===== config.mk =====
export PLATFORM = sky130hd
export DESIGN_NAME = xvc_jtag_shifter_flat
export DESIGN_NICKNAME = d
export VERILOG_FILES = /design/src/rtl/xvc_jtag_shifter_pkg.sv /design/src/rtl/xvc_jtag_shifter_if.sv /design/src/rtl/xvc_jtag_shifter_tck_gen.sv /design/src/rtl/xvc_jtag_shifter.sv /design/src/flat_wrapper.sv
export SDC_FILE = /design/constraint.sdc
export NUM_CORES = 1
export LEC_CHECK = 0
export CAP_MARGIN = 20
export CORE_UTILIZATION = 60
export DETAILED_ROUTE_END_ITERATION = 6
export PLACE_DENSITY = 0.82
export SYNTH_ARGS = -nofsm -noshare
export SYNTH_HDL_FRONTEND = slang
export SYNTH_SLANG_ARGS = --single-unit

===== constraint.sdc =====
create_clock -name clock -period 8.37 [get_ports clock]
set_clock_uncertainty 0.1 [all_clocks]
set_input_delay 1.674 -clock clock [delete_from_list [all_inputs] [get_ports clock]]
set_output_delay 1.674 -clock clock [all_outputs]
set_load 0.1 [all_outputs]

===== src/rtl/xvc_jtag_shifter_pkg.sv =====
// Shared types and helpers for the XVC JTAG shifter.
// Header size, default widths, FSM states and byte-count helper.
package xvc_pkg;

   localparam int DEF_ADDR_W = 8;
   localparam int DEF_LEN_W  = 9;
   localparam int HDR_BYTES  = 4;

   typedef enum logic [2:0] {
      S_IDLE,
      S_HDR,
      S_CHECK,
      S_LOAD,
      S_SHIFT,
      S_STORE,
      S_COMMIT,
      S_DROP
   } state_t;

   function automatic logic [29:0] nbytes(
      input logic [31:0] n
   );
      return {1'b0, n[31:3]} + {29'd0, |n[2:0]};
   endfunction

endpackage


===== src/rtl/xvc_jtag_shifter_if.sv =====
// Packet-buffer read side and result-buffer write side.
// master = shifter, slave = buffers.
interface xvc_jtag_shifter_if #(
   parameter int ADDR_W = 8,
   parameter int LEN_W  = 9
);

   logic              in_avail;
   logic [LEN_W-1:0]  in_len;
   logic [ADDR_W-1:0] in_addr;
   logic [7:0]        in_data;
   logic              in_next;
   logic              out_ready;
   logic              out_we;
   logic [ADDR_W-1:0] out_addr;
   logic [7:0]        out_data;
   logic              out_commit;
   logic [LEN_W-1:0]  out_len;

   modport master (
      input  in_avail, in_len, in_data, out_ready,
      output in_addr, in_next,
      output out_we, out_addr, out_data,
      output out_commit, out_len
   );

   modport slave (
      output in_avail, in_len, in_data, out_ready,
      input  in_addr, in_next,
      input  out_we, out_addr, out_data,
      input  out_commit, out_len
   );

endinterface


===== src/rtl/xvc_jtag_shifter_tck_gen.sv =====
// TCK generator: high and low phases of half clocks each.
// rise/fall flag the system-clock edge on which tck toggles.
module jtag_tck_gen (
   input  logic        clock,
   input  logic        reset,
   input  logic        run,
   input  logic [15:0] half,
   output logic        tck,
   output logic        rise,
   output logic        fall
);

   logic [15:0] cnt;
   logic        tick;

   assign tick = run && (cnt == 16'd0);
   assign rise = tick && !tck;
   assign fall = tick && tck;

   // Dropping run parks tck low and rearms an immediate rise.
   always_ff @(posedge clock) begin
      if (!reset || !run) begin
         tck <= 1'b0;
         cnt <= 16'd0;
      end else if (tick) begin
         tck <= !tck;
         cnt <= half - 16'd1;
      end else begin
         cnt <= cnt - 16'd1;
      end
   end

endmodule


===== src/rtl/xvc_jtag_shifter.sv =====
// XVC shift engine: reads one shift: payload, clocks it out
// on JTAG and writes the captured TDO bytes as a result packet.
module xvc_jtag_shifter
   import xvc_pkg::*;
#(
   parameter int ADDR_W    = DEF_ADDR_W,
   parameter int LEN_W     = DEF_LEN_W,
   parameter int MAX_BYTES = 64
) (
   input  logic        clock,
   input  logic        reset,
   input  logic [15:0] tck_half,
   xvc_jtag_shifter_if.master bus,
   output logic        jtag_tck,
   output logic        jtag_tms,
   output logic        jtag_tdi,
   input  logic        jtag_tdo,
   output logic        busy,
   output logic        err_len
);

   state_t            st;
   logic [15:0]       half;
   logic [2:0]        cnt;
   logic [31:0]       nbits;
   logic [LEN_W-1:0]  nb;
   logic [LEN_W-1:0]  idx;
   logic [9:0]        rem;
   logic [3:0]        vbits;
   logic [2:0]        bidx;
   logic [7:0]        tms_b;
   logic [7:0]        tdi_b;
   logic [7:0]        tdo_b;
   logic              run;
   logic              rise;
   logic              fall;
   logic [29:0]       nb_full;
   logic [LEN_W:0]    len_need;
   logic              bad;

   assign run      = (st == S_SHIFT);
   assign nb_full  = nbytes(nbits);
   assign len_need = (LEN_W+1)'(HDR_BYTES)
                   + {nb_full[LEN_W-1:0], 1'b0};
   assign bad      = (nb_full > 30'(MAX_BYTES))
                  || ({1'b0, bus.in_len} != len_need);

   jtag_tck_gen u_tck (
      .clock (clock),
      .reset (reset),
      .run   (run),
      .half  (half),
      .tck   (jtag_tck),
      .rise  (rise),
      .fall  (fall)
   );

   always_ff @(posedge clock) begin
      if (!reset) begin
         st             <= S_IDLE;
         bus.in_addr    <= '0;
         bus.in_next    <= 1'b0;
         bus.out_we     <= 1'b0;
         bus.out_addr   <= '0;
         bus.out_data   <= '0;
         bus.out_commit <= 1'b0;
         bus.out_len    <= '0;
         jtag_tms       <= 1'b1;
         jtag_tdi       <= 1'b0;
         busy           <= 1'b0;
         err_len        <= 1'b0;
         half           <= 16'd1;
         cnt            <= '0;
         nbits          <= '0;
         nb             <= '0;
         idx            <= '0;
         rem            <= '0;
         vbits          <= '0;
         bidx           <= '0;
         tms_b          <= '0;
         tdi_b          <= '0;
         tdo_b          <= '0;
      end else begin
         bus.in_next    <= 1'b0;
         bus.out_we     <= 1'b0;
         bus.out_commit <= 1'b0;
         unique case (st)
            S_IDLE: begin
               if (bus.in_avail && bus.out_ready) begin
                  busy        <= 1'b1;
                  err_len     <= 1'b0;
                  half        <= (tck_half == 16'd0) ? 16'd1 : tck_half;
                  bus.in_addr <= '0;
                  cnt         <= '0;
                  st          <= S_HDR;
               end
            end
            // Byte k arrives two edges after its address is issued.
            S_HDR: begin
               bus.in_addr <= bus.in_addr + ADDR_W'(1);
               cnt         <= cnt + 3'd1;
               if (cnt != 3'd0)
                  nbits <= {bus.in_data, nbits[31:8]};
               if (cnt == 3'd4)
                  st <= S_CHECK;
            end
            S_CHECK: begin
               nb  <= nb_full[LEN_W-1:0];
               rem <= nbits[9:0];
               idx <= '0;
               if (bad) begin
                  st          <= S_DROP;
                  bus.in_next <= 1'b1;
                  err_len     <= 1'b1;
               end else if (nb_full == 30'd0) begin
                  st             <= S_COMMIT;
                  bus.out_commit <= 1'b1;
                  bus.in_next    <= 1'b1;
                  bus.out_len    <= '0;
               end else begin
                  st          <= S_LOAD;
                  cnt         <= '0;
                  bus.in_addr <= ADDR_W'(HDR_BYTES);
               end
            end
            S_DROP: begin
               busy <= 1'b0;
               st   <= S_IDLE;
            end
            S_LOAD: begin
               cnt <= cnt + 3'd1;
               if (cnt == 3'd0)
                  bus.in_addr <= ADDR_W'(HDR_BYTES)
                               + ADDR_W'(nb) + ADDR_W'(idx);
               if (cnt == 3'd1)
                  tms_b <= bus.in_data;
               if (cnt == 3'd2) begin
                  tdi_b    <= bus.in_data;
                  tdo_b    <= '0;
                  bidx     <= '0;
                  vbits    <= (rem >= 10'd8) ? 4'd8 : rem[3:0];
                  jtag_tms <= tms_b[0];
                  jtag_tdi <= bus.in_data[0];
                  st       <= S_SHIFT;
               end
            end
            S_SHIFT: begin
               if (rise) begin
                  tdo_b[bidx] <= jtag_tdo;
                  rem         <= rem - 10'd1;
               end
               if (fall) begin
                  if ({1'b0, bidx} + 4'd1 == vbits) begin
                     st           <= S_STORE;
                     bus.out_we   <= 1'b1;
                     bus.out_addr <= ADDR_W'(idx);
                     bus.out_data <= tdo_b;
                  end else begin
                     bidx     <= bidx + 3'd1;
                     jtag_tms <= tms_b[bidx + 3'd1];
                     jtag_tdi <= tdi_b[bidx + 3'd1];
                  end
               end
            end
            S_STORE: begin
               idx <= idx + LEN_W'(1);
               if (idx + LEN_W'(1) == nb) begin
                  st             <= S_COMMIT;
                  bus.out_commit <= 1'b1;
                  bus.in_next    <= 1'b1;
                  bus.out_len    <= nb;
               end else begin
                  st          <= S_LOAD;
                  cnt         <= '0;
                  bus.in_addr <= ADDR_W'(HDR_BYTES)
                               + ADDR_W'(idx) + ADDR_W'(1);
               end
            end
            S_COMMIT: begin
               busy <= 1'b0;
               st   <= S_IDLE;
            end
            default: st <= S_IDLE;
         endcase
      end
   end

endmodule


===== src/flat_wrapper.sv =====
// flat-port wrapper written by rule: the top's interface ports become plain ports
module xvc_jtag_shifter_flat import xvc_pkg::*;
#(
   parameter int ADDR_W    = DEF_ADDR_W,
   parameter int LEN_W     = DEF_LEN_W,
   parameter int MAX_BYTES = 64
)
  (clock, reset, tck_half, jtag_tck, jtag_tms, jtag_tdi, jtag_tdo, busy, err_len, bus_in_avail, bus_in_len, bus_in_data, bus_out_ready, bus_in_addr, bus_in_next, bus_out_we, bus_out_addr, bus_out_data, bus_out_commit, bus_out_len);
  xvc_jtag_shifter_if #(.ADDR_W(ADDR_W), .LEN_W(LEN_W)) bus_i ();
  input  logic clock;
  input  logic reset;
  input  logic [15:0] tck_half;
  output logic jtag_tck;
  output logic jtag_tms;
  output logic jtag_tdi;
  input  logic jtag_tdo;
  output logic busy;
  output logic err_len;
  input wire logic [$bits(bus_i.in_avail)-1:0] bus_in_avail;
  input wire logic [$bits(bus_i.in_len)-1:0] bus_in_len;
  input wire logic [$bits(bus_i.in_data)-1:0] bus_in_data;
  input wire logic [$bits(bus_i.out_ready)-1:0] bus_out_ready;
  output wire logic [$bits(bus_i.in_addr)-1:0] bus_in_addr;
  output wire logic [$bits(bus_i.in_next)-1:0] bus_in_next;
  output wire logic [$bits(bus_i.out_we)-1:0] bus_out_we;
  output wire logic [$bits(bus_i.out_addr)-1:0] bus_out_addr;
  output wire logic [$bits(bus_i.out_data)-1:0] bus_out_data;
  output wire logic [$bits(bus_i.out_commit)-1:0] bus_out_commit;
  output wire logic [$bits(bus_i.out_len)-1:0] bus_out_len;
  assign bus_i.in_avail = bus_in_avail;
  assign bus_i.in_len = bus_in_len;
  assign bus_i.in_data = bus_in_data;
  assign bus_i.out_ready = bus_out_ready;
  assign bus_in_addr = bus_i.in_addr;
  assign bus_in_next = bus_i.in_next;
  assign bus_out_we = bus_i.out_we;
  assign bus_out_addr = bus_i.out_addr;
  assign bus_out_data = bus_i.out_data;
  assign bus_out_commit = bus_i.out_commit;
  assign bus_out_len = bus_i.out_len;
  xvc_jtag_shifter #(.ADDR_W(ADDR_W), .LEN_W(LEN_W), .MAX_BYTES(MAX_BYTES)) u_core (.clock(clock), .reset(reset), .tck_half(tck_half), .bus(bus_i), .jtag_tck(jtag_tck), .jtag_tms(jtag_tms), .jtag_tdi(jtag_tdi), .jtag_tdo(jtag_tdo), .busy(busy), .err_len(err_len));
endmodule

==> Yosys cells after proc, flatten, opt, wreduce, memory -nomap -nowiden <==
Index checks and enable logic that the tools add are counted.
{ "op_classes": {"n_addsub": 14, "order_cmp": 5, "n_eq_ne": 27, "n_mux": 64, "reduce_logical": 41} }
{ "op_table": {"columns": ["cell", "n"], "rows": [
  ["$mux W8", 7],
  ["$mux W3", 15],
  ["$pmux W8 S5", 1],
  ["$pmux W9 S2", 2],
  ["$logic_not A16 Y1", 2],
  ["$mux W16", 2],
  ["$sub A16 B1 Y16 const B", 2],
  ["$add A29 B1 Y30", 1],
  ["$gt A30 B7 Y1 const B", 1],
  ["$logic_not A30 Y1", 1],
  ["$mux W9", 3],
  ["$pmux W3 S7", 1],
  ["$ne A2 B1 Y1 const B", 10],
  ["$pmux W10 S2", 1],
  ["$mux W1", 17],
  ["$add A3 B8 Y8 const A", 2],
  ["$add A8 B1 Y8 const B", 2],
  ["$pmux W8 S2", 1],
  ["$eq A3 B3 Y1 const B", 5],
  ["$pmux W1 S2", 6],
  ["$pmux W3 S4", 1],
  ["$reduce_and A2 Y1", 6],
  ["$reduce_and A3 Y1", 4],
  ["$add A3 B10 Y10 const A", 1],
  ["33 further kinds", 57]
]} }
{ "word_totals": {"ff_bits": 170, "input_bits": 38, "output_inout_bits": 41, "wordCells": 176} }

==> Logic depth before layout (Yosys ltp) <==
Gate-level depths: netlist of run 1.
{ "logic_depth": {"word_depth": 7, "mapped_depth": 16, "ltp_nobuf": 14} }

==> Hierarchy <==
From an unflattened synthesis of run 1, not the netlist that was laid out.
{ "unflattened": {"cells_unflattened": 1238, "area_unflattened_um2": 9765.6} }
{ "by_module_without_submodules": {"columns": ["module", "n_inst", "cells_per_inst", "area_each_um2"], "rows": [
  ["xvc_jtag_shifter", 1, 1100, 8637.0],
  ["jtag_tck_gen", 1, 138, 1128.6]
]} }

==> Least setup slack after synthesis of run 1 <==
OpenSTA, ideal clock, no wires.
{ "synth_timing": {"path_kind": "register to register", "startpoint": "register u_core.nbits[0]", "endpoint": "register u_core.bus.in_addr[3]", "setup_ns": 0.117, "arrival_ns": 3.912, "required_ns": 8.153, "setup_slack_ns": 4.241, "path_stages_with_launch": 15, "path_buffers": 1, "period_less_slack_ns": 4.129, "path_cell_list": "dfxtp_1 > or3_1 > ha_1 > ha_1 > buf_1 > xor2_1 > ha_1 > xor2_1 > or4_1 > nor3_1 > o2111ai_1 > or4_4 > a211oi_4 > a21boi_1 > o21ai_2"} }
{ "synth_between": {"elab_chain_cells": 7, "word_cells_on_any_way": 10, "classes_between": "add/sub: 2; order compare: 1; eq/ne: 3; reduce/logical: 4"} }
{ "synth_lines": {"columns": ["element", "line_no", "rtl"], "rows": [
  ["start, declared", "xvc_jtag_shifter.sv:25", "logic [31:0] nbits;"],
  ["start signal, assigned", "xvc_jtag_shifter.sv:103", "nbits <= {bus.in_data, nbits[31:8]};"],
  ["$reduce_or A3 Y1 (*)", "xvc_jtag_shifter_pkg.sv:23", "return {1'b0, n[31:3]} + {29'd0, |n[2:0]};"],
  ["$add A29 B1 Y30 (*)", "xvc_jtag_shifter_pkg.sv:23", null],
  ["net u_core.nb_full[2]", "xvc_jtag_shifter.sv:37", "logic [29:0] nb_full;"],
  ["$add A3 B10 Y10", "xvc_jtag_shifter.sv:44", "+ {nb_full[LEN_W-1:0], 1'b0};"],
  ["$ne A9 B10 Y1", "xvc_jtag_shifter.sv:46", "|| ({1'b0, bus.in_len} != len_need);"],
  ["$logic_or A1 B1 Y1", "xvc_jtag_shifter.sv:46", null],
  ["$ne A2 B2 Y1 (no line)", null, null],
  ["$reduce_and A6 Y1 (no line) (*)", null, null],
  ["end signal, assigned", "xvc_jtag_shifter.sv:100", "bus.in_addr <= bus.in_addr + ADDR_W'(1);"],
  ["end signal, assigned", "xvc_jtag_shifter.sv:123", "bus.in_addr <= ADDR_W'(HDR_BYTES);"],
  ["end signal, assigned", "xvc_jtag_shifter.sv:133", "bus.in_addr <= ADDR_W'(HDR_BYTES)"],
  ["end, declared", "xvc_jtag_shifter_if.sv:22", "output in_addr, in_next,"]
]} }
Mark *: on every way through the listed nets, which the timed path passes. The rest lies on a longest branch.
A chain may end at the register's enable or synchronous reset.

==> Worst setup path in the final report of run 1 <==
Ends and elaborated chain as after synthesis.

==> impl_metrics.toml, run 1 <==
[global_route]
antenna_found_initial = 0
met2_usage_pct = 50.46
busiest_layer = "met2"
met1_usage_pct = 38.00
grt_pass1_wl_mm = 38.09
gr-total-overflow = 0
met3_usage_pct = 4.878
grt_usage_pct = 29.44
grt_max_degree = 110
grt_pass1_vias = 7860

[route]
first_iter_violations = 849
wire_per_inst_um = 16.36
avgViaCountPerCell = 6.191
detail-route-antenna-nets = 0
dr.pass1.iters = 7
via_count = 8581
drc = 7
routed_wl_mm = 22.68

[logic_synthesis]
ys.flop_type = "dfxtp_1"
synthAdderAreaFrac_pct = 3.905
synth_compound_area_share_pct = 18.15
avgSynthCellArea_um2 = 7.900
synth_top_cell_area_share_pct = 37.14
yosysSeqAreaShare_pct = 37.14
synth_top_family_by_area = "simple AND/OR/NAND/NOR gates"
yosys-top-cells-area = "dfxtp_1, nand2_1, a21oi_1"
synth_mux_area_share_pct = 3.318
synthCells = 1160
synthSimpleGateAreaFrac_pct = 25.90
synth_edf_count = 0
synth_xor_area_share_pct = 7.414
synth.most_common_cell = "nand2_1"
ys_ff_latch = 170
synth_commonest_cells = "nand2_1, dfxtp_1, a21oi_1, nor2_1, clkbuf_1"
ys_types = 73
synth_nets = 1226
synthArstFlopShare_pct = 0
synthesis.area_mm2 = 0.009164
yosys_warnings = 0
yosysTopAreaCell = "dfxtp_1"

[setup_path]
critical_path.max_stage_delay_ns = 0.64
critPathMaxFanout = 16
rr_startpoint = "u_core.nbits[0]$_SDFFE_PN0P_"
required_ns = 8.59
crit_arrival_ns = 4.93
critPathSlowestCell = "a211oi_4"
crit_path_end_kind = "flip-flop"
cpMostUsedCell = "ha_1"
critPathLaunch = "u_core.nbits[0]$_SDFFE_PN0P_"
path_cells = "or3_1, ha_1, ha_1, xor2_1, ha_1, xor2_1, or4_1, nor3_1, o2111ai_1, or4_4, a211oi_4, a21boi_1, o21ai_2"
worst_setup_path_start_kind = "flip-flop"
crit_type = "flip-flop to flip-flop"

[sta]
maxSlewViolCount = 0
fmax_ghz = 0.2124
period_share_pct = 56.26
finalHoldViolations = 0
relSlewSlack_pct = 28.52
worst_slew_pin_slew_ns = 1.064
finalSetupTns_ns = 0
rsz0062_at_grt = "no"
finalSetupViolations = 0
fin_crit_ns = 4.709

[power_and_ir_drop]
p_per_area_mw_per_mm2 = 206.8
vdd_drop_max_mv = 0.1684
static-leakage-power_uw = 0.003783

[cts]
cts-htree-levels = 4
cts.sinks = 170
holdBufCountCts = 0
cts_tree = "built"
cts_buffers = 17
cts_setup_buffers = 0
clkSlewWorstSetupHoldPaths_ns = 0.07
cts_resized = 0
cts_buffer_depth = 2
clock_latency_ns = 0.43
cts_root_buf = "clkbuf_16"

[run_status]
violations = "DRC"
status = "complete, but fails checks"

[die]
initial_core_util_pct = 62.34
die_area_mm2 = 0.01577
ios = 79
rows = 44
dieHeight_um = 125.6
core_area_mm2 = 0.01470
die-width_um = 125.6

[place]
dp_cells = 1351
gp_congestion = 0.8831
portBuffers = 78
dp.final_hpwl_mm = 15.42

[finish]
area_growth_pct = 14.64
final_nets = 1255
finalNonFillerCells = 1386
antenna_cells = 0
drive_above_1_share_pct = 5.990
fillers = 1162

[min_path]
hold_class = "flip-flop to flip-flop"
hold_start = "u_core.bus.out_addr[2]$_SDFFE_PN0P_"

[job]
cap_violations = 0
[cell usage in the layout, fill, tap and decap left out, types with 6 or more instances in the layout]
master	instances
xor2_1	34
a31oi_1	8
nor4_1	13
clkinv_2	6
nor2_1	115
a32o_1	9
nand2b_1	15
ha_1	27
inv_1	14
nor2b_1	10
clkdlybuf4s50_1	78
a21oi_1	133
a22oi_1	7
and2_1	7
xnor2_1	41
or3_1	9
o21ai_0	34
a211oi_1	14
o221a_2	6
or2_2	6
o31ai_1	6
nor3_1	18
nand3b_1	8
nor3b_1	7
dfxtp_1	170
nand3_1	30
a311oi_1	6
nand4_1	18
buf_4	8
clkbuf_16	17
mux2i_1	18
nand2_1	205
and3_1	18
[sequential cells by signal (all words and copies together) (netlist names), 9 cells and up]
signal / flops
u_core.bus.out_len: 9
u_core.u_tck.cnt: 16
u_core.rem: 10
u_core.half: 16
u_core.nb: 9
u_core.nbits: 32
u_core.idx: 9
[kinds of logic (layout without fill, tap and decap cells)]
group                      after synthesis  count (layout)
xor gates and xnor gates                76              76
and+or+nand+nor                        504             504
muxes                                   25              25
AOI/OAI and AO/OA                      264             264
buffers and inverters                   93             135
DFF                                    170             170
adders and majority gates               28              28
[worst max-delay path: cells and delay by family (launching register included)]
kind            cells  cell delay [ns]
fa+ha+maj           3             0.85
flops               1             0.32
simple gates        4             1.68
compound gates      4             1.19
xor+xnor            2             0.45
[path summary, 6_finish.rpt]
kind | slack, ns | cells after the start | to
worst max-delay path | 3.66 | 13 | u_core.bus.in_addr[3]$_SDFFE_PN0P_
worst min-delay path | 0.35 | 2 | u_core.bus.out_addr[2]$_SDFFE_PN0P_
worst max register to register | 3.66 | 13 | u_core.bus.in_addr[3]$_SDFFE_PN0P_
worst min register to register | 0.35 | 2 | u_core.bus.out_addr[2]$_SDFFE_PN0P_
[routing by layer]
| layer | vias to the layer above | part of all wire (%) |
|---|---|---|
| li1 | 4142 | - |
| met1 | 4138 | 45 |
| met2 | 264 | 49 |
| met3 | 37 | 4.9 |
| met4 | 0 | 1.7 |
| met5 | - | 0 |
[layout make-up]
cell class	count	area [um^2]	share of cell area [%]
inverters	15	57.56	0.5479
clock buffers	19	442.9	4.216
repair buffers	88	895.9	8.528
clock inverters	13	92.59	0.8814
multi-input cells	897	5383	51.24
well taps	184	230.2	2.192
flip-flops and latches	170	3403	32.40
[report_power, final]
part,switching (uW),internal [uW],leakage (uW),total [uW]
sequential,68.4,855,0.00137,923
combinational,338,190,0.00215,528
clock,333,389,0.000258,721
[stage by stage]
| stage | hold WS, ns | power (uW) | utilization (%) | instance area [um^2] | worst slack (ns) |
|---|---|---|---|---|---|
| after floorplan | 0.3329 | 1321 | - | 9164 | 4.241 |
| after global placement | 0.3397 | 1436 | 67.40 | 9907 | 3.501 |
| after detailed placement | 0.3423 | 1446 | 67.40 | 9907 | 3.422 |
| after CTS | 0.3546 | 2163 | 71.04 | 10440 | 3.691 |
| after global routing | 0.3694 | 2268 | 71.47 | 10510 | 3.395 |
| final | 0.3504 | 2173 | 71.47 | 10510 | 3.661 |
(Power assumes the default switching activity.)
==> run 2, diff against run 1 <==
--- a/config.mk
+++ b/config.mk
@@ -6,9 +6,9 @@
 export NUM_CORES = 1
 export LEC_CHECK = 0
 export CAP_MARGIN = 20
-export CORE_UTILIZATION = 60
+export CORE_UTILIZATION = 58
 export DETAILED_ROUTE_END_ITERATION = 6
-export PLACE_DENSITY = 0.82
+export PLACE_DENSITY = 0.8
 export SYNTH_ARGS = -nofsm -noshare
 export SYNTH_HDL_FRONTEND = slang
 export SYNTH_SLANG_ARGS = --single-unit
==> constraint.sdc (replaced) <==
create_clock -name clock -period 4.6 [get_ports clock]
set_clock_uncertainty 0.1 [all_clocks]
set_input_delay 0.92 -clock clock [delete_from_list [all_inputs] [get_ports clock]]
set_output_delay 0.92 -clock clock [all_outputs]
set_load 0.1 [all_outputs]
==> run 2 against run 1 <==
Total power is 89% higher; register-to-register slack worse by 3.4 ns; clock power is 100% higher; critical path depth is 1 higher; the run now ends clean; die area is 3.4% higher; final cell count is 2.7% higher; maximum frequency is 7.5% higher; count of clock-buffer cells in the layout is 1 higher; critical endpoint is now u_core.bus.in_addr[7]$_SDFFE_PN0P_; via count is 1.3% lower; sequential power is 78% higher; non-clock buffer count is 11 higher; hold slack better by 0.0016 ns.
==> impl_metrics.toml, run 2 (same netlist as run 1, synthesis figures left out) <==
[run_status]
status = "finished clean"

[route]
routed_wl_mm = 23.09
via_count = 8467
drc = 0
first_iter_violations = 594
avgViaCountPerCell = 5.946
dr.pass1.iters = 5
detail-route-antenna-nets = 0
wire_per_inst_um = 16.21

[place]
dp.final_hpwl_mm = 16.22
pre_cts_slack_ns = 0.1628
portBuffers = 78
gp_congestion = 0.8862

[setup_path]
critPathSlowestCell = "or4_4"
critPathMaxFanout = 10
crit_type = "flip-flop to flip-flop"
cpMostUsedCell = "ha_1"
crit_arrival_ns = 4.64
critical_path.max_stage_delay_ns = 0.56
crit_path_end_kind = "flip-flop"
crit_buf_inv = 1
crit_family = "simple AND/OR/NAND/NOR gates"
worst_setup_path_start_kind = "flip-flop"
required_ns = 4.86
path_cells = "or3_1, ha_1, ha_1, xor2_1, ha_1, xor2_1, or4_1, nor3_1, o2111ai_1, or4_4, a211oi_4, buf_4, nor2_1, a211oi_2"

[sta]
finalSetupViolations = 0
rsz0062_at_grt = "no"
setup_slack_ns = 0.2208
fmax_ghz = 0.2284
holdWs_ns = 0.3520
finalSetupTns_ns = 0
fin_crit_ns = 4.379
finalHoldViolations = 0
relSlewSlack_pct = 32.99
worst_slew_pin_slew_ns = 1.002
period_share_pct = 95.20
maxSlewViolCount = 0

[global_route]
grt_max_degree = 42
antenna_found_initial = 0
gr-total-overflow = 0
grt_usage_pct = 29.17
grt_pass1_vias = 7789
grt_pass1_wl_mm = 38.06

[cts]
cts_buffers = 17
cts.sinks = 170
cts_buffer_depth = 2
clkSlewWorstSetupHoldPaths_ns = 0.06
cts_tree = "built"
cts_resized = 0
cts-htree-levels = 4
clock_latency_ns = 0.44
cts_root_buf = "clkbuf_16"

[die]
dieHeight_um = 127.7
rows = 45
die-width_um = 127.7
initial_core_util_pct = 59.84
core_area_mm2 = 0.01531
ios = 79
die_area_mm2 = 0.01631

[job]
cap_violations = 0

[finish]
mostFrequentLayoutCell = "nand2_1"
final_nets = 1266
fillers = 1297
largest_register_ff_count = 32
layout_common_cells = "nand2_1, dfxtp_1, a21oi_1"
largest-register = "u_core.nbits"
antenna_cells = 0
area_growth_pct = 16.02
reg_top3 = "u_core.nbits: 32 flops, u_core.half: 16 flops, u_core.u_tck.cnt: 16 flops"
drive_above_1_share_pct = 6.760

[power_and_ir_drop]
p_per_area_mw_per_mm2 = 386.4
finalPower_uw = 4108
vdd_drop_max_mv = 0.3334
static-leakage-power_uw = 0.003843

[min_path]
hold_class = "flip-flop to flip-flop"
run 2: cell count changes in the layout (fill, tap and decap cells not counted), sizes merged:
cell / change
buf: +11
clkinv: -3
bufinv: +2
clkbuf: +1
clkinvlp: -1
inv: +1
run 2: cell type report:
class | instances | area (um^2) | area share, %
multi-input cells | 897 | 5383 | 50.63
flip-flops and latches | 170 | 3403 | 32.01
repair buffers | 99 | 938.4 | 8.827
clock buffers | 20 | 446.7 | 4.201
well taps | 211 | 264.0 | 2.483
clock inverters | 12 | 138.9 | 1.306
inverters | 15 | 57.56 | 0.5414
run 2: worst min-delay path, delay by kind of cell, from the launching register on:
kind	cells	cell delay (ns)
compound gates	1	0.05
simple gates	1	0.05
flops	1	0.31
run 2: routing by layer:
layer	up-vias	wire length, um	track usage (%)
li1	4178	-	-
met4	0	545	11.70
met5	-	0	0
met1	4003	10420	37.49
met3	48	1013	4.967
met2	238	11110	48.83
run 2: worst paths after layout:
kind | startpoint | end | cells after the start | slack (ns)
max | u_core.nbits[0]$_SDFFE_PN0P_ | u_core.bus.in_addr[7]$_SDFFE_PN0P_ | 14 | 0.22
max reg2reg | u_core.nbits[0]$_SDFFE_PN0P_ | u_core.bus.in_addr[7]$_SDFFE_PN0P_ | 14 | 0.22
min reg2reg | u_core.bus.out_data[1]$_SDFFE_PN0P_ | u_core.bus.out_data[1]$_SDFFE_PN0P_ | 2 | 0.35
min | u_core.bus.out_data[1]$_SDFFE_PN0P_ | u_core.bus.out_data[1]$_SDFFE_PN0P_ | 2 | 0.35
run 2: through the flow:
stage | instance area (um^2) | std cells | util, %
2_1_floorplan | 9164 | 1160 | -
3_3_place_gp | 10030 | 1390 | 65.50
3_5_place_dp | 10030 | 1390 | 65.50
4_1_cts | 10620 | 1422 | 69.32
5_1_grt | 10630 | 1424 | 69.42
6_report | 10630 | 1424 | 69.42
run 2: report_power, final:
group | internal, uW | switching [uW] | total, uW
clock network | 823 | 624 | 1450
logic | 363 | 654 | 1020
registers | 1560 | 88.3 | 1640
run 2: timing repair:
action                     in CTS  in global routing
hold buffers                    0                  0
buffers inserted                0                  1
setup endpoints to repair       0                  4
==> run 3, diff against run 2 <==
--- a/config.mk
+++ b/config.mk
@@ -6,9 +6,9 @@
 export NUM_CORES = 1
 export LEC_CHECK = 0
 export CAP_MARGIN = 20
-export CORE_UTILIZATION = 58
+export CORE_UTILIZATION = 55
 export DETAILED_ROUTE_END_ITERATION = 6
-export PLACE_DENSITY = 0.8
+export PLACE_DENSITY = 0.75
 export SYNTH_ARGS = -nofsm -noshare
 export SYNTH_HDL_FRONTEND = slang
 export SYNTH_SLANG_ARGS = --single-unit
==> run 3 against run 2 <==
The run now ends with DRC left; count of clock-buffer cells in the layout is 3 higher; critical path type unchanged; wire length is 0.24% lower; critical endpoint is now u_core.bus.in_addr[6]$_SDFFE_PN0P_; highest routed layer unchanged; sequential cell count stayed put; worst setup slack better by 0.14 ns.
==> impl_metrics.toml, run 3 (same netlist as run 1, synthesis figures left out) <==
[finish]
reg_top3 = "u_core.nbits: 32 flops, u_core.half: 16 flops, u_core.u_tck.cnt: 16 flops"
largest_register_ff_count = 32
area_growth_pct = 17.25
mostFrequentLayoutCell = "nand2_1"
layout_common_cells = "nand2_1, dfxtp_1, a21oi_1"
largest-register = "u_core.nbits"
final_nets = 1267
antenna_cells = 0
final_cell_area_mm2 = 0.01074
drive_above_1_share_pct = 6.672

[place]
postPlaceCellArea_mm2 = 0.01003
dp.final_hpwl_mm = 15.74
gp_congestion = 0.8593
portBuffers = 78

[sta]
finalHoldViolations = 0
finalSetupTns_ns = 0
finalSetupViolations = 0
relSlewSlack_pct = 29.47
maxSlewViolCount = 0
period_share_pct = 92.09
worst_slew_pin_slew_ns = 1.050
fmax_ghz = 0.2361
fin_crit_ns = 4.236
rsz0062_at_grt = "no"

[die]
rows = 46
initial_core_util_pct = 57.07
die-width_um = 131.1
dieHeight_um = 131.1
ios = 79
die_area_mm2 = 0.01718
core_area_mm2 = 0.01606

[route]
avgViaCountPerCell = 5.940
first_iter_violations = 586
detail-route-antenna-nets = 0
wire_per_inst_um = 16.11
dr.pass1.iters = 7
drc = 1
via_count = 8494
routed_wl_mm = 23.03

[min_path]
hold_start = "u_core.bus.out_data[0]$_SDFFE_PN0P_"
hold_class = "flip-flop to flip-flop"
hold_path_depth = 2
hold_end = "u_core.bus.out_data[0]$_SDFFE_PN0P_"

[setup_path]
crit_type = "flip-flop to flip-flop"
worst_setup_path_start_kind = "flip-flop"
crit_arrival_ns = 4.50
rr_startpoint = "u_core.nbits[0]$_SDFFE_PN0P_"
crit_path_end_kind = "flip-flop"
critPathMaxFanout = 8
r2r_setup_slack_ns = 0.36
rr_worst_depth = 15
rr_endpoint = "u_core.bus.in_addr[6]$_SDFFE_PN0P_"
required_ns = 4.86

[global_route]
antenna_found_initial = 0
grt_usage_pct = 27.48
grt_pass1_wl_mm = 37.16
gr-total-overflow = 0
grt_pass1_vias = 7653
grt_max_degree = 120

[power_and_ir_drop]
vdd_drop_max_mv = 0.3193
p_clk_share_pct = 37.2
switching_share_pct = 31.25
static-leakage-power_uw = 0.003895
share_seq_of_total_power_pct = 38.9
internal-power_uw = 2943
combPwrFrac_pct = 23.9
p_per_area_mw_per_mm2 = 398.4
power.switching_uw = 1338

[cts]
cts-htree-levels = 4
clkSlewWorstSetupHoldPaths_ns = 0.06
cts_resized = 0
clock_latency_ns = 0.43
cts.sinks = 170
cts_buffers = 17
cts_buffer_depth = 2
cts_root_buf = "clkbuf_16"
cts_tree = "built"

[job]
cap_violations = 0

[run_status]
status = "complete, but fails checks"
violations = "DRC"
## run 3: worst max path at each step
| stage | start | endpoint | slack, ns | cells past startpoint |
|---|---|---|---|---|
| 5_1_grt | u_core.nbits[0]$_SDFFE_PN0P_ | u_core.bus.in_addr[6]$_SDFFE_PN0P_ | 0.14 | 15 |
| 6_report | u_core.nbits[0]$_SDFFE_PN0P_ | u_core.bus.in_addr[6]$_SDFFE_PN0P_ | 0.36 | 15 |
| 2_1_floorplan | u_core.nbits[0]$_SDFFE_PN0P_ | u_core.bus.in_addr[3]$_SDFFE_PN0P_ | 0.47 | 14 |
| 3_3_place_gp | u_core.nbits[0]$_SDFFE_PN0P_ | u_core.bus.in_addr[6]$_SDFFE_PN0P_ | 0.29 | 14 |
| 4_1_cts | u_core.nbits[0]$_SDFFE_PN0P_ | u_core.bus.in_addr[6]$_SDFFE_PN0P_ | 0.17 | 14 |
| 3_5_place_dp | u_core.nbits[0]$_SDFFE_PN0P_ | u_core.bus.in_addr[6]$_SDFFE_PN0P_ | 0.19 | 14 |
## run 3: stage by stage
step	util [%]	setup slack, ns	std cells	power [uW]	hold WS, ns
after floorplan	-	0.4707	1160	2404	0.3329
final	66.91	0.3640	1430	4281	0.3509
after detailed placement	62.44	0.1904	1392	2651	0.3440
after CTS	66.50	0.1707	1424	4238	0.3532
after global routing	66.91	0.1423	1430	4469	0.3734
after global placement	62.44	0.2856	1392	2636	0.3405
## run 3: what timing repair did
action,4_1_cts,5_1_grt
setup endpoints to repair,0,3
hold buffers,0,0
buffers inserted,0,4
## run 3: critical path, stage by stage (launching register included)
cell and delay, ns:
dfxtp_1 0.32, or3_1 0.41, ha_1 0.22, ha_1 0.20, xor2_1 0.16, ha_1 0.32, xor2_1 0.16, or4_1 0.46
nor3_1 0.30, o2111ai_1 0.19, or4_4 0.55, a211oi_4 0.20, buf_4 0.19, buf_4 0.16, nand4_1 0.10, o21ai_0 0.11
## run 3: power by group through the flow
stage	Clock, uW	Sequential (uW)	Combinational [uW]
floorplan	0	1780	625
global placement	0	1690	945
detailed placement	0	1690	958
CTS	1610	1660	966
global route	1680	1670	1120
finish	1590	1660	1020
## run 3: layer usage
metal / global-route usage [%] / wire, um / up-vias
met5: 0 / 0 / -
met4: 7.099 / 235 / 0
met3: 4.870 / 1049 / 26
met2: 47.21 / 11330 / 231
met1: 35.54 / 10410 / 4069
li1: - / - / 4168
## run 3: final cells by class
class / instances / area [um^2]
multi-input cells: 897 / 5383
fillers: 1346 / 5314
flip-flops and latches: 170 / 3403
repair buffers: 100 / 978.4
clock buffers: 23 / 467.9
well taps: 216 / 270.3
clock inverters: 9 / 183.9
inverters: 15 / 57.56
